### config.mk
export PLATFORM = sky130hd
export DESIGN_NAME = imem_loader
export DESIGN_NICKNAME = d
export VERILOG_FILES = /design/src/rtl/loader_pkg.sv /design/src/rtl/byte_packer.sv /design/src/rtl/imem_loader.sv
export SDC_FILE = /design/constraint.sdc
export NUM_CORES = 1
export LEC_CHECK = 0
export CELL_PAD_IN_SITES_DETAIL_PLACEMENT = 1
export CELL_PAD_IN_SITES_GLOBAL_PLACEMENT = 1
export CORE_ASPECT_RATIO = 1.1
export CORE_UTILIZATION = 30
export CTS_CLUSTER_DIAMETER = 100
export DETAILED_ROUTE_END_ITERATION = 10
export HOLD_SLACK_MARGIN = 0.02
export PLACE_DENSITY_LB_ADDON = 0.3
export SLEW_MARGIN = 20
export SYNTH_ARGS = -nofsm -noshare
export SYNTH_HDL_FRONTEND = slang
export SYNTH_HIERARCHICAL = 1
export SYNTH_SLANG_ARGS = --single-unit
### constraint.sdc
create_clock -name clk -period 3.6 [get_ports clk]
set_input_delay 0.54 -clock clk [delete_from_list [all_inputs] [get_ports clk]]
set_output_delay 0.54 -clock clk [all_outputs]
set_load 0.01 [all_outputs]
### src/rtl/loader_pkg.sv
// Shared frame-format constants and loader FSM state encoding.
// Used by the instruction-memory loader and its byte packer.
package loader_pkg;

  typedef enum logic [2:0] {
    S_LEN_LO,
    S_LEN_HI,
    S_DATA,
    S_CSUM,
    S_DONE,
    S_ERR
  } state_t;

  localparam int LEN_BYTES      = 2;
  localparam int BYTES_PER_WORD = 4;
  localparam int CSUM_W         = 8;
  localparam int WORD_W         = 8 * BYTES_PER_WORD;
  localparam int BCNT_W         = $clog2(BYTES_PER_WORD);

endpackage

### src/rtl/byte_packer.sv
// Packs a byte strobe stream into little-endian words; word_vld pulses the cycle after the last byte.
// Latency 1 cycle from final byte; no backpressure (strobe input, at most one word per 4 bytes).
module byte_packer
  import loader_pkg::*;
(
  input  logic              clk,
  input  logic              reset,
  input  logic              byte_vld,
  input  logic [7:0]        byte_dat,
  output logic              word_end,
  output logic              word_vld,
  output logic [WORD_W-1:0] word_dat
);

  logic [BCNT_W-1:0] byte_cnt;
  logic [WORD_W-1:0] shreg;
  logic [WORD_W-1:0] next_word;

  // New bytes enter at the top so the first byte of a word ends up in bits 7:0.
  assign next_word = {byte_dat, shreg[WORD_W-1:8]};
  assign word_end  = byte_vld && (byte_cnt == BCNT_W'(BYTES_PER_WORD - 1));

  always_ff @(posedge clk) begin
    if (!reset) begin
      byte_cnt <= '0;
      shreg    <= '0;
      word_vld <= 1'b0;
      word_dat <= '0;
    end else begin
      word_vld <= word_end;
      if (byte_vld) begin
        byte_cnt <= byte_cnt + BCNT_W'(1);
        shreg    <= next_word;
        if (word_end) word_dat <= next_word;
      end
    end
  end

endmodule

### src/rtl/imem_loader.sv
// Boot loader: length-prefixed byte frame -> sequential imem writes, core held until checksum matches.
// Latency 1 cycle per write/flag; no backpressure (UART strobe, one write per 4 bytes at most).
module imem_loader
  import loader_pkg::*;
#(
  parameter logic [31:0] ADDR_BASE = 32'h0000_0000,
  parameter int          MAX_WORDS = 256
) (
  input  logic        clk,
  input  logic        reset,
  input  logic        byte_valid,
  input  logic [7:0]  byte_data,
  output logic        imem_we,
  output logic [31:0] imem_addr,
  output logic [31:0] imem_wdata,
  output logic        core_hold,
  output logic        load_done,
  output logic        load_err
);

  state_t            state;
  logic [7:0]        count_lo;
  logic [15:0]       count;
  logic [15:0]       index;
  logic [CSUM_W-1:0] acc;
  logic              data_strobe;
  logic              word_end;
  logic [15:0]       len_word;

  assign data_strobe = byte_valid && (state == S_DATA);
  assign len_word    = {byte_data, count_lo};

  byte_packer u_packer (
    .clk      (clk),
    .reset    (reset),
    .byte_vld (data_strobe),
    .byte_dat (byte_data),
    .word_end (word_end),
    .word_vld (imem_we),
    .word_dat (imem_wdata)
  );

  always_ff @(posedge clk) begin
    if (!reset) begin
      state     <= S_LEN_LO;
      count_lo  <= '0;
      count     <= '0;
      index     <= '0;
      acc       <= '0;
      imem_addr <= ADDR_BASE;
      core_hold <= 1'b1;
      load_done <= 1'b0;
      load_err  <= 1'b0;
    end else if (byte_valid) begin
      case (state)
        S_LEN_LO: begin
          count_lo <= byte_data;
          state    <= S_LEN_HI;
        end
        S_LEN_HI: begin
          count <= len_word;
          if (32'(len_word) > MAX_WORDS) begin
            state    <= S_ERR;
            load_err <= 1'b1;
          end else if (len_word == 16'd0) begin
            state <= S_CSUM;
          end else begin
            state <= S_DATA;
          end
        end
        S_DATA: begin
          acc <= acc + byte_data;
          // Address is registered alongside the packer's word so both land in the write cycle.
          if (word_end) begin
            imem_addr <= ADDR_BASE + {14'd0, index, 2'b00};
            index     <= index + 16'd1;
            if (index == count - 16'd1) state <= S_CSUM;
          end
        end
        S_CSUM: begin
          if (byte_data == acc) begin
            state     <= S_DONE;
            load_done <= 1'b1;
            core_hold <= 1'b0;
          end else begin
            state    <= S_ERR;
            load_err <= 1'b1;
          end
        end
        default: ;
      endcase
    end
  end

endmodule

==> flow_summary.yaml <==
synth:
  ys_top_cells_by_area: "dfxtp_1 42%, nand2_1 8.0%, a21boi_0 5.4%"
  yosys_most_used_dff: "dfxtp_1"
  synth.distinct_cells: 56
  avgSynthCellArea_um2: 8.962
  synth_edf_count: 0
  synthArstFlopShare_pct: 0
  yosys.area.top_type_share_pct: 41.94
  ys_seq_area_share_pct: 41.94
  synth_top_area_cell: "dfxtp_1"
  syn_inst: 687
  ys_ff_latch: 129
  yosysWarnings: 6
  synth_area_mm2: 0.006157
routing:
  wl_um: 15640
  wl_per_cell_um: 15.70
  dr.pass1.iters: 7
  vias: 4848
  vias_per_cell: 4.867
  initialDrtViolationCount: 120
  drc_errors: 6
  ant_nets: 0
sta:
  max_freq_mhz: 357.7
  setup_violations: 0
  skew_ps: 7.972
  holdWs_ps: 460.8
  rsz0062_at_grt: "no"
  slew_headroom_pct: 38.89
  tns_ps: 0
  slew_violations: 0
  hold_violations: 0
  period_share_pct: 77.66
  fin_crit_ps: 2796
  worst_slack_ps: 804.3
  worstMarginPinSlew_ps: 909.6
clock_network:
  clkLatencyLatePin_ps: 420
  cts_resized: 0
  cts_max_level: 4
  clk_pin_slew_worst_paths_ps: 60
  cts_buffers: 17
  cts_sinks: 129
  cts_hold_buffers: 0
  cts_buffer_depth: 2
  cts_root_buf: "clkbuf_16"
  cts_setup_buffers: 0
  cts_tree: "built"
die:
  pin_count: 79
  die_x_um: 138.6
  rows: 54
  coreArea_mm2: 0.02000
  dieArea_mm2: 0.02110
  die_h_um: 152.3
  start_util_pct: 30.79
outcome:
  violations: "design-rule violations"
  outcome: "finished, violations left"
power:
  p_total_mw: 3.224
  power_density_mw_per_mm2: 435.1
  ir_drop_mv: 0.3201
  power.leakage_nw: 2.584
min_path:
  min_from: "imem_addr[7]"
  hold_class: "reg2reg"
worst_setup_path:
  worstPathArrival_ps: 3160
  crit_path_start_kind: "register"
  worstPathRequired_ps: 3960
  r2r_start: "count[0]"
  critPathCaptureType: "register"
  crit_type: "reg2reg"
  cp-startpoint: "count[0]"
  path_max_fanout: 6
layout:
  final_cells: 996
  area_growth_pct: 20.36
  fin_area_mm2: 0.007411
  nNetsFinal: 753
  drive_gt1_share_pct: 11.29
  final_util_pct: 37.06
  antenna_cells: 0
flow_run:
  max_cap_viol_count: 0
grt:
  first_global_vias: 5111
  antenna_found_initial: 0
  grt_pass1_wl_um: 25930
  grt_overflow: 0
  grt_start_max_net_pins: 93
  grt_usage_pct: 15.51
placement:
  io_buffers: 62
  placed_area_mm2: 0.006864
  dpl.hpwl_um: 11080
  preCtsSetupSlack_ps: 456.8
  dp.cells: 964
  gp_congestion: 0.8105
cell usage after synthesis, types with 5 or more instances:
| master | number |
|---|---|
| nand2_1 | 131 |
| dfxtp_1 | 129 |
| a21boi_0 | 44 |
| nand4_1 | 39 |
| nor2b_1 | 34 |
| mux2i_1 | 32 |
| clkbuf_1 | 31 |
| o21ai_2 | 29 |
| xnor2_1 | 26 |
| nor2_1 | 24 |
| buf_4 | 20 |
| and2_1 | 18 |
| xor2_1 | 16 |
| ha_1 | 10 |
| o21ai_0 | 10 |
| nand3_1 | 9 |
| inv_1 | 8 |
| buf_6 | 7 |
| nor3_1 | 6 |
| and3_1 | 5 |
registers in the layout, summed over array words and instances, names as in the netlist:
register / flops
core_hold: 1
u_packer/word_vld: 1
count: 16
u_packer/shreg: 24
u_packer/byte_cnt: 2
acc: 8
load_done: 1
u_packer/word_dat: 32
state: 3
load_err: 1
index: 16
count_lo: 8
imem_addr: 16
power by group:
| group | switching, mW | internal (mW) |
|---|---|---|
| Clock | 0.683 | 0.906 |
| Sequential | 0.0155 | 1.44 |
| Combinational | 0.106 | 0.0721 |
critical path, cell delays in order (launching register included):
cell       delay, ps
dfxtp_1          350
inv_1             70
ha_1             280
or4b_4           540
or4_4            540
a2111oi_4        310
a311oi_1         120
o41ai_2          340
and3_1           190
final timing paths:
kind | endpoint | slack [ps] | cells past startpoint
setup / recovery | state[0] | 800 | 8
hold / removal | imem_addr[7] | 460 | 2
setup reg to reg | state[0] | 800 | 8
hold reg to reg | imem_addr[7] | 460 | 2
logic make-up (layout without fill, tap and decap cells):
kind of cell / count (synthesis) / in the layout / share of synthesized area (%)
other: 1 / 16 / 0.06090
xor gates and xnor gates: 42 / 42 / 5.974
AOI/OAI and AO/OA: 107 / 107 / 13.68
buffers and inverters: 71 / 113 / 6.482
and+or+nand+nor: 294 / 294 / 24.30
DFF: 129 / 129 / 41.94
muxes: 32 / 32 / 5.202
adders and majority gates: 11 / 11 / 2.357
final cells by class:
cell class | instances | area [um2]
clock inverter | 13 | 103.9
inverter | 8 | 30.03
sequential | 129 | 2582
timing repair buffer | 73 | 700.7
fill | 2302 | 12590
multi-input combinational | 502 | 3236
clock buffer | 19 | 442.9
tap | 252 | 315.3
metal layers:
metal | track usage, % | up-vias | wire [um] | part of all wire, %
li1 | - | 2408 | - | -
met1 | 16.89 | 2351 | 6831 | 44
met2 | 28.81 | 74 | 8128 | 52
met3 | 3.865 | 15 | 444 | 2.8
met4 | 5.725 | 0 | 232 | 1.5
met5 | 0 | - | 0 | 0
layout by cell type, fill, tap and decap left out, types with 2 or more instances in the layout:
| master | count |
|---|---|
| and2_1 | 18 |
| nand4_1 | 39 |
| clkinvlp_4 | 5 |
| a211o_1 | 2 |
| conb_1 | 16 |
| xor2_1 | 16 |
| clkdlybuf4s50_1 | 61 |
| xnor2_1 | 26 |
| nand2_1 | 131 |
| a21o_1 | 2 |
| clkbuf_16 | 17 |
| clkinv_4 | 3 |
| o21ai_2 | 29 |
| nor2b_1 | 34 |
| nand2b_1 | 3 |
| nor4b_1 | 3 |
| o211ai_1 | 3 |
| nor3_1 | 6 |
| ha_1 | 10 |
| a21boi_0 | 44 |
| dfxtp_1 | 129 |
| inv_1 | 8 |
| nor2_1 | 24 |
| o31ai_1 | 2 |
| or3_1 | 2 |
| o21ai_0 | 10 |
| buf_4 | 12 |
| o41ai_1 | 2 |
| a21oi_1 | 4 |
| mux2i_1 | 32 |
| or4_1 | 4 |
| and3_1 | 5 |
| nand3_1 | 9 |
| o21a_1 | 2 |
| inv_6 | 4 |
| nor4_1 | 3 |
No activity file was read; power rests on OpenSTA's default activity.
==> RTL edit: new RTL, same settings <==
`CSUM_W`: 8 -> 10.
--- a/src/rtl/loader_pkg.sv
+++ b/src/rtl/loader_pkg.sv
@@ -15,3 +15,3 @@
   localparam int BYTES_PER_WORD = 4;
-  localparam int CSUM_W         = 8;
+  localparam int CSUM_W         = 10;
   localparam int WORD_W         = 8 * BYTES_PER_WORD;
Check against the original RTL: not equivalent (Yosys sat finds a counterexample within 10 cycles, from zero or initial values and one cycle with reset low).
==> RTL edit against the original RTL <==
- synthesized area is 1.2% higher
- routed wire length is 4.2% higher
- utilization is 0.61 points higher
- sequential cell count is 2 higher
- die area is 1.1% higher
- combinational power is 12% higher
- setup slack better by 0.16 ns
- power is 9.0% higher
- design area is 2.0% higher
==> RTL edit: results (changes against the original RTL) <==
[synthesis]
synth_area_leaders = dfxtp_1, nand2_1, a21boi_0
synth_compound_area_frac = 0.148  ; +0.0111
synth_fa_ha_area_frac = 0.0253  ; +0.00174
synth.distinct_cells = 54  ; -3.6%
synthMuxAreaShare = 0.0434  ; -0.00863
synth_seq_area_share = 0.421  ; +0.00163
netlist_top_cells_count = nand2_1, dfxtp_1, a21boi_0
synth_xor_area_frac = 0.0520  ; -0.00772
syn_inst = 709  ; +3.2%
async_flop_share = 0  ; unchanged

[detailed_routing]
firstDrtPassIters = 4  ; -3
wl_um = 16300  ; +4.2%
via_per_inst = 4.98  ; +2.4%
drt_iter0_drc = 197  ; +64%

[power]
switching_share = 0.236  ; -0.0138
ir_drop_mv = 0.309  ; -3.5%
p_leak_nw = 2.65  ; +2.7%

[finish]
drive_gt1_frac = 0.105  ; -0.00805
n_antenna_cell = 0  ; unchanged
layout.cells.non_filler = 1015  ; +1.9%
reg_top3 = u_packer/word_dat (32), u_packer/shreg (24)
final_nets = 774  ; +2.8%
fillers = 2310  ; +0.35%

[status]
status = completed

[cts]
numCtsBuffers = 17  ; unchanged
clk_pin_slew_worst_paths_ns = 0.06  ; about the same
root_buffer = clkbuf_16
htreeDepth = 4  ; unchanged
insertion_delay_ns = 0.43

[place]
hpwl_um = 11200  ; +1.4%
numPortBuffers = 62  ; unchanged
placed_cells = 984  ; +2.1%
place_area_um2 = 6940  ; +1.1%
globalplace.congestion = 0.819  ; +1.0%

[timing]
finClkSkew_ns = 0.00935  ; +0.00137 ns
worstMarginPinSlew_ns = 0.861  ; -0.0483 ns

[global_routing]
grt_usage = 0.161  ; +0.00553
grt_pass1_vias = 5377  ; +5.2%
grt_pass1_wl_um = 27300  ; +5.2%
grt_max_degree = 80  ; -14%

[worst_setup_path]
arrival_ns = 2.97  ; -0.19 ns
cp_max_fo = 12  ; +6

[hold_path]
hold_path_class = reg -> reg

RTL edit: cell type report:
type,instances,area [um^2],share of cell area
multi-input combinational,519,3250,0.430
sequential,131,2620,0.347
timing repair buffer,73,713,0.0944
clock buffer,19,453,0.0599
tap,252,315,0.0417
clock inverter,12,169,0.0223
inverter,9,33.8,0.00447
RTL edit: cells by family after synthesis:
logic type,after synthesis
fa+ha+maj,12
xor+xnor,37
buf+inv,74
mux,27
simple gates,302
flops,131
compound gates,125
other cells,1
RTL edit: routing by layer:
metal,global-route usage,share of wire
met1,0.180,0.43
met2,0.284,0.50
met3,0.0401,0.038
met4,0.0767,0.028
met5,0,0
RTL edit: final timing paths:
kind	from	endpoint	slack [ns]	cells after the start
worst min-delay path	u_packer/word_dat[23]	u_packer/word_dat[23]	0.46	2
worst min register to register	u_packer/word_dat[23]	u_packer/word_dat[23]	0.46	2
worst max-delay path	byte_valid	index[15]	0.97	9
worst max register to register	count[2]	state[0]	1.02	7
RTL edit: worst max-delay path, stage by stage:
cell and delay, ns:
clkdlybuf4s50_1 0.56, nand3_1 0.40, inv_2 0.22, and2_4 0.18, nand2_1 0.12, nor2_1 0.21
nand4_1 0.18, or3_1 0.37, a21boi_0 0.18
RTL edit: per-stage QoR:
step,util,setup slack (ns),power [mW]
after global placement,0.346,0.650,1.72
after detailed placement,0.346,0.496,1.72
final,0.377,0.968,3.51
after floorplan,-,0.982,1.67
after CTS,0.377,0.923,3.56
after global routing,0.377,0.716,3.65
RTL edit: power by group through the flow:
stage / Combinational, mW / Sequential [mW] / Clock (mW)
floorplan: 0.152 / 1.51 / 0
global placement: 0.195 / 1.52 / 0
detailed placement: 0.200 / 1.52 / 0
CTS: 0.203 / 1.49 / 1.87
global route: 0.221 / 1.49 / 1.94
finish: 0.200 / 1.49 / 1.82
